File: src/rtl/timer_multi_pkg.sv
// timer_multi shared definitions: register offsets, CTRL bits, reset values.
// Optional compare/interrupt logic is built when TIMER_MULTI_IRQ_EN is defined.
package timer_multi_pkg;

  typedef enum logic [1:0] {
    REG_VALUE = 2'd0,
    REG_DIV   = 2'd1,
    REG_CMP   = 2'd2,
    REG_CTRL  = 2'd3
  } reg_e;

  localparam int CTRL_EN  = 0;
  localparam int CTRL_ARL = 1;
  localparam int CTRL_IE  = 2;
  localparam int CTRL_MF  = 8;

  localparam logic        RST_EN    = 1'b1;
  localparam logic [31:0] RST_VALUE = 32'h0000_0000;
  localparam logic [31:0] RST_DIV   = 32'h0000_0000;
  localparam logic [31:0] RST_CMP   = 32'hFFFF_FFFF;

  localparam logic [31:0] RD_UNMAPPED = 32'hFFFF_FFFF;

endpackage

File: src/rtl/timer_channel.sv
// One timer channel: prescaler, VALUE/DIV/CMP/CTRL registers, irq flop.
// Compare, auto-reload and interrupt exist only with TIMER_MULTI_IRQ_EN.
module timer_channel
  import timer_multi_pkg::*;
#(
  parameter int CNT_W = 32
) (
  input  logic        clk_i,
  input  logic        rst_i,
  input  logic        we_i,
  input  reg_e        sel_i,
  input  logic [31:0] wdata_i,
  output logic [31:0] rdata_o,
  output logic        irq_o
);

  logic [CNT_W-1:0] value_q, value_d;
  logic [CNT_W-1:0] div_q, div_d;
  logic [CNT_W-1:0] pcnt_q, pcnt_d;
  logic             en_q, en_d;
  logic [CNT_W-1:0] wval;
  logic             wr_value, wr_div, wr_ctrl;
  logic             tick;
  logic             reload;
  logic [31:0]      ctrl_rd;
  logic [31:0]      cmp_rd;
  logic             unused_wdata;

  assign wval     = wdata_i[CNT_W-1:0];
  assign wr_value = we_i && (sel_i == REG_VALUE);
  assign wr_div   = we_i && (sel_i == REG_DIV);
  assign wr_ctrl  = we_i && (sel_i == REG_CTRL);
  assign unused_wdata = ^wdata_i;

  // Tick when the prescaler has reached DIV (or DIV was lowered below it)
  assign tick = en_q && (pcnt_q >= div_q);

`ifdef TIMER_MULTI_IRQ_EN
  logic [CNT_W-1:0] cmp_q, cmp_d;
  logic             arl_q, arl_d;
  logic             ie_q, ie_d;
  logic             mf_q, mf_d;
  logic             irq_q;
  logic             hit;

  assign hit    = tick && (value_q == cmp_q);
  assign reload = hit && arl_q;

  // Compare/control next state; a match outranks a same-cycle MF clear
  always_comb begin
    cmp_d = cmp_q;
    arl_d = arl_q;
    ie_d  = ie_q;
    mf_d  = mf_q;
    if (we_i && (sel_i == REG_CMP)) cmp_d = wval;
    if (wr_ctrl) begin
      arl_d = wdata_i[CTRL_ARL];
      ie_d  = wdata_i[CTRL_IE];
      if (wdata_i[CTRL_MF]) mf_d = 1'b0;
    end
    if (hit) mf_d = 1'b1;
  end

  // Compare/control state and registered interrupt level
  always_ff @(posedge clk_i) begin
    if (rst_i) begin
      cmp_q <= RST_CMP[CNT_W-1:0];
      arl_q <= 1'b0;
      ie_q  <= 1'b0;
      mf_q  <= 1'b0;
      irq_q <= 1'b0;
    end else begin
      cmp_q <= cmp_d;
      arl_q <= arl_d;
      ie_q  <= ie_d;
      mf_q  <= mf_d;
      irq_q <= mf_q & ie_q;
    end
  end

  assign irq_o  = irq_q;
  assign cmp_rd = 32'(cmp_q);

  // CTRL readback with all implemented bits
  always_comb begin
    ctrl_rd           = '0;
    ctrl_rd[CTRL_EN]  = en_q;
    ctrl_rd[CTRL_ARL] = arl_q;
    ctrl_rd[CTRL_IE]  = ie_q;
    ctrl_rd[CTRL_MF]  = mf_q;
  end
`else
  assign reload = 1'b0;
  assign irq_o  = 1'b0;
  assign cmp_rd = RD_UNMAPPED;

  // CTRL readback carries only EN in this build
  always_comb begin
    ctrl_rd          = '0;
    ctrl_rd[CTRL_EN] = en_q;
  end
`endif

  // Counter, prescaler and divider next state; a VALUE write beats a tick
  always_comb begin
    value_d = value_q;
    pcnt_d  = pcnt_q;
    div_d   = div_q;
    en_d    = en_q;
    if (en_q) pcnt_d = tick ? '0 : pcnt_q + CNT_W'(1);
    if (tick) value_d = reload ? '0 : value_q + CNT_W'(1);
    if (wr_value) value_d = wval;
    if (wr_div) div_d = wval;
    if (wr_ctrl) en_d = wdata_i[CTRL_EN];
  end

  // Counter, prescaler, divider and enable state
  always_ff @(posedge clk_i) begin
    if (rst_i) begin
      value_q <= RST_VALUE[CNT_W-1:0];
      div_q   <= RST_DIV[CNT_W-1:0];
      pcnt_q  <= '0;
      en_q    <= RST_EN;
    end else begin
      value_q <= value_d;
      div_q   <= div_d;
      pcnt_q  <= pcnt_d;
      en_q    <= en_d;
    end
  end

  // Register readback for the selected offset
  always_comb begin
    rdata_o = RD_UNMAPPED;
    unique case (sel_i)
      REG_VALUE: rdata_o = 32'(value_q);
      REG_DIV:   rdata_o = 32'(div_q);
      REG_CMP:   rdata_o = cmp_rd;
      REG_CTRL:  rdata_o = ctrl_rd;
      default:   rdata_o = RD_UNMAPPED;
    endcase
  end

endmodule

File: src/rtl/timer_multi.sv
// Multi-channel MMIO timer: address decode, channel array, read mux.
// Define TIMER_MULTI_IRQ_EN to build compare/auto-reload/interrupt logic.
module timer_multi
  import timer_multi_pkg::*;
#(
  parameter int N_CH  = 2,
  parameter int CNT_W = 32
) (
  input  logic            timer_clk,
  input  logic            timer_rst,
  input  logic [31:0]     timer_addr,
  input  logic            timer_we,
  input  logic [31:0]     timer_raw_wdata,
  output logic [31:0]     timer_wdata,
  output logic [N_CH-1:0] timer_irq
);

  logic [2:0]  ch_sel;
  reg_e        reg_sel;
  logic [31:0] ch_rdata [N_CH];
  logic        unused_addr;

  assign ch_sel      = timer_addr[6:4];
  assign reg_sel     = reg_e'(timer_addr[3:2]);
  assign unused_addr = ^{timer_addr[31:7], timer_addr[1:0]};

  for (genvar g = 0; g < N_CH; g++) begin : g_ch
    timer_channel #(
      .CNT_W(CNT_W)
    ) u_ch (
      .clk_i  (timer_clk),
      .rst_i  (timer_rst),
      .we_i   (timer_we && (ch_sel == 3'(g))),
      .sel_i  (reg_sel),
      .wdata_i(timer_raw_wdata),
      .rdata_o(ch_rdata[g]),
      .irq_o  (timer_irq[g])
    );
  end

  // Read mux; channels beyond N_CH read as unmapped
  always_comb begin
    timer_wdata = RD_UNMAPPED;
    for (int i = 0; i < N_CH; i++) begin
      if (ch_sel == 3'(i)) timer_wdata = ch_rdata[i];
    end
  end

endmodule

File: config.mk
export PLATFORM = sky130hd
export DESIGN_NAME = timer_multi
export DESIGN_NICKNAME = d
export VERILOG_FILES = /design/src/rtl/timer_multi_pkg.sv /design/src/rtl/timer_channel.sv /design/src/rtl/timer_multi.sv
export SDC_FILE = /design/constraint.sdc
export NUM_CORES = 1
export LEC_CHECK = 0
export BUFFER_PORTS_ARGS = -buffer_cell sky130_fd_sc_hd__buf_4
export CAP_MARGIN = 40
export CORE_ASPECT_RATIO = 1.4
export CORE_UTILIZATION = 41
export DETAILED_ROUTE_END_ITERATION = 8
export SLEW_MARGIN = 20
export SYNTH_ARGS = -nofsm -noshare
export SYNTH_HDL_FRONTEND = slang
export SYNTH_SLANG_ARGS = --single-unit
File: constraint.sdc
create_clock -name timer_clk -period 3.6 [get_ports timer_clk]
set_clock_uncertainty 0.2 [all_clocks]
set_input_delay 0.72 -clock timer_clk [delete_from_list [all_inputs] [get_ports timer_clk]]
set_output_delay 0.72 -clock timer_clk [all_outputs]
set_load 0.05 [all_outputs]
==> results.py <==
metrics = {
    "synthesis": {
        "syn_area_um2": 11700,
        "synth_top_family_by_area": "simple AND/OR/NAND/NOR gates",
        "synth_cell_type_count": 68,
        "synth-seq-area-share": 0.333,
        "synth_edf_count": 0,
        "synth-seq-cells": 194,
        "synth-xor-area-share": 0.0676,
        "syn_inst": 1515,
        "synth_mux_area_frac": 0.0112,
        "ys.flop_type": "dfxtp_1",
        "synth_compound_area_frac": 0.223,
        "syn_avg_cell_area_um2": 7.69,
        "synth_fa_ha_area_frac": 0.0730,
        "ys.warnings.count": 0,
        "async_flop_share": 0,
        "synth-simple-area-share": 0.229,
    },
    "global_routing": {
        "grt_pass1_vias": 10600,
        "antenna_found_initial": 0,
        "grt.total_usage": 0.258,
        "grt_pass1_wl_um": 57600,
        "grt_max_degree": 45,
        "grt_remaining_overflow": 0,
    },
    "cells_and_area": {
        "fill_cells": 2893,
        "postLayoutCellArea_um2": 13100,
        "fin_util": 0.473,
        "n_antenna_cell": 0,
        "fin_nets": 1683,
        "area_growth_syn_to_layout_pct": 12.7,
        "layout-drive-gt1-share": 0.107,
        "layout.cells.non_filler": 1930,
        "layout_common_cells": "nand2_1, dfxtp_1, o21ai_0",
        "layout_commonest_cell": "nand2_1",
    },
    "placed_design": {
        "hpwl_um": 26700,
        "postPlaceCellArea_um2": 12600,
        "port_buffers": 71,
        "dp.cells": 1899,
        "gp_congestion": 0.895,
    },
    "setup_path": {
        "endpoint": "timer_wdata[13]",
        "startpoint_type": "primary input",
        "reg2reg_slack_ps": 400,
        "reg2reg_depth": 12,
        "crit_type": "primary input to output pin",
        "required_ps": 2680,
        "worstSetupEndpointType": "output pin",
        "worstPathMaxFanout": 44,
        "r2r_end": "g_ch[1].u_ch.value_q[3]",
        "startpoint": "timer_addr[3]",
        "r2r-start": "g_ch[1].u_ch.pcnt_q[0]",
        "worstPathArrival_ps": 2320,
    },
    "floorplanning": {
        "rows": 72,
        "die_x_um": 144,
        "start_util": 0.420,
        "die_h_um": 201,
        "dieArea_um2": 29100,
        "io_pins": 101,
        "coreArea_um2": 27700,
    },
    "sta": {
        "finalCritPeriodShare": 0.900,
        "worst_slew_pin_slew_ps": 642,
        "timing.final.hold_violations": 0,
        "slew_headroom": 0.571,
        "rsz0062_at_grt": "no",
        "final-setup-viol-count": 0,
        "period_needed_ps": 3240,
        "drv_slew": 0,
        "fmax_mhz": 309,
        "tns_ps": 0,
    },
    "power_and_ir_drop": {
        "p_switching_mw": 1.43,
        "sw_frac_of_total": 0.292,
        "p_int_mw": 3.47,
        "peakVddDrop_mv": 0.317,
        "p_clk_frac": 0.388,
        "p_per_area_nw_per_um2": 373,
        "seq_power_share": 0.472,
        "leakage_nw": 4.62,
        "finalPower_mw": 4.90,
        "p_comb_frac": 0.140,
    },
    "cts": {
        "clk_pin_slew_worst_paths_ps": 70,
        "h-tree-depth": 4,
        "post_cts_resized": 0,
        "cts_buffer_depth": 2,
        "cts_inserted_buffers": 17,
        "ctsHoldBuffers": 0,
        "clock_latency_ps": 460,
        "clock-sinks": 194,
        "post_cts_buffers": 0,
        "cts_tree": "built",
        "cts_root_buf": "clkbuf_16",
    },
    "job": {
        "cap_violations": 0,
    },
    "detailed_routing": {
        "wl_per_cell_um": 18.9,
        "firstDrtPassIters": 5,
        "drc": 0,
        "drtIter0Drc": 937,
        "drtAntennaViolNets": 0,
        "vias_per_cell": 5.76,
        "vias": 11100,
        "wl_um": 36600,
    },
    "min_path": {
        "holdCritPathClass": "flip-flop to flip-flop",
        "min_delay_path_depth": 2,
    },
    "status": {
        "outcome": "complete, no violations",
    },
}
==> power by group through the flow <==
stage | Sequential [mW] | Clock [mW] | Combinational (mW)
global route | 2.33 | 2.01 | 0.740
global placement | 2.36 | 0 | 0.673
floorplan | 2.32 | 0 | 0.447
CTS | 2.31 | 1.94 | 0.683
finish | 2.31 | 1.90 | 0.688
detailed placement | 2.36 | 0 | 0.680
==> registers in the layout (all words and copies together), names as in the netlist <==
register	count
g_ch.u_ch.pcnt_q	64
g_ch.u_ch.value_q	64
g_ch.u_ch.en_q	2
g_ch.u_ch.div_q	64
==> stage by stage <==
step | hold WS, ps | worst slack [ps]
2_1_floorplan | 236 | 456
4_1_cts | 256 | 399
3_3_place_gp | 241 | 434
3_5_place_dp | 246 | 415
6_report | 255 | 359
5_1_grt | 267 | 207
==> routing by layer <==
layer / part of all wire / up-vias / global-route usage
li1: - / 5479 / -
met1: 0.42 / 5302 / 0.321
met2: 0.50 / 283 / 0.440
met3: 0.047 / 62 / 0.0300
met4: 0.033 / 0 / 0.118
met5: 0 / - / 0
==> worst max-delay path: stages <==
cell	delay, ps
buf_4	250
or2_2	270
buf_12	250
o21ai_0	140
o211ai_1	380
buf_4	280
==> how the worst min path moves through the flow <==
stage	from	end	slack, ps
floorplan	g_ch[0].u_ch.div_q[10]	g_ch[0].u_ch.div_q[10]	240
global placement	g_ch[0].u_ch.div_q[15]	g_ch[0].u_ch.div_q[15]	240
detailed placement	g_ch[0].u_ch.div_q[8]	g_ch[0].u_ch.div_q[8]	250
CTS	g_ch[0].u_ch.div_q[31]	g_ch[0].u_ch.div_q[31]	260
global route	g_ch[1].u_ch.div_q[11]	g_ch[1].u_ch.div_q[11]	270
finish	g_ch[1].u_ch.div_q[28]	g_ch[1].u_ch.div_q[28]	250
==> synthesized netlist by cell type, drive strengths merged, types with 14 or more instances <==
library cell | number | share of area
nand2 | 208 | 0.067
o21ai | 150 | 0.066
inv | 78 | 0.025
dfxtp | 194 | 0.33
nand3 | 76 | 0.033
ha | 68 | 0.073
clkbuf | 87 | 0.031
and3 | 33 | 0.018
buf | 14 | 0.0071
or3 | 14 | 0.0075
a21oi | 107 | 0.046
nand4 | 33 | 0.018
xnor2 | 29 | 0.022
o211ai | 70 | 0.045
nor3 | 44 | 0.020
o2111ai | 15 | 0.011
a32oi | 14 | 0.012
xor2 | 61 | 0.046
nor2 | 93 | 0.030
==> cells by family after synthesis <==
kind of cell / count (synthesis)
AO/OA/AOI/OAI: 416
XOR/XNOR: 90
adder cells (fa/ha/maj): 68
buffers and inverters: 179
flip-flops: 194
multiplexers: 13
other: 1
AND/OR/NAND/NOR: 554
==> area by class of cell <==
class | instances | area [µm²] | area share
multi-input cells | 1143 | 7050 | 0.536
flip-flops and latches | 194 | 3880 | 0.296
repair buffers | 114 | 893 | 0.0680
well taps | 370 | 463 | 0.0352
clock buffers | 19 | 443 | 0.0337
inverters | 78 | 293 | 0.0223
clock inverters | 12 | 116 | 0.00886
(Power assumes the default switching activity.)
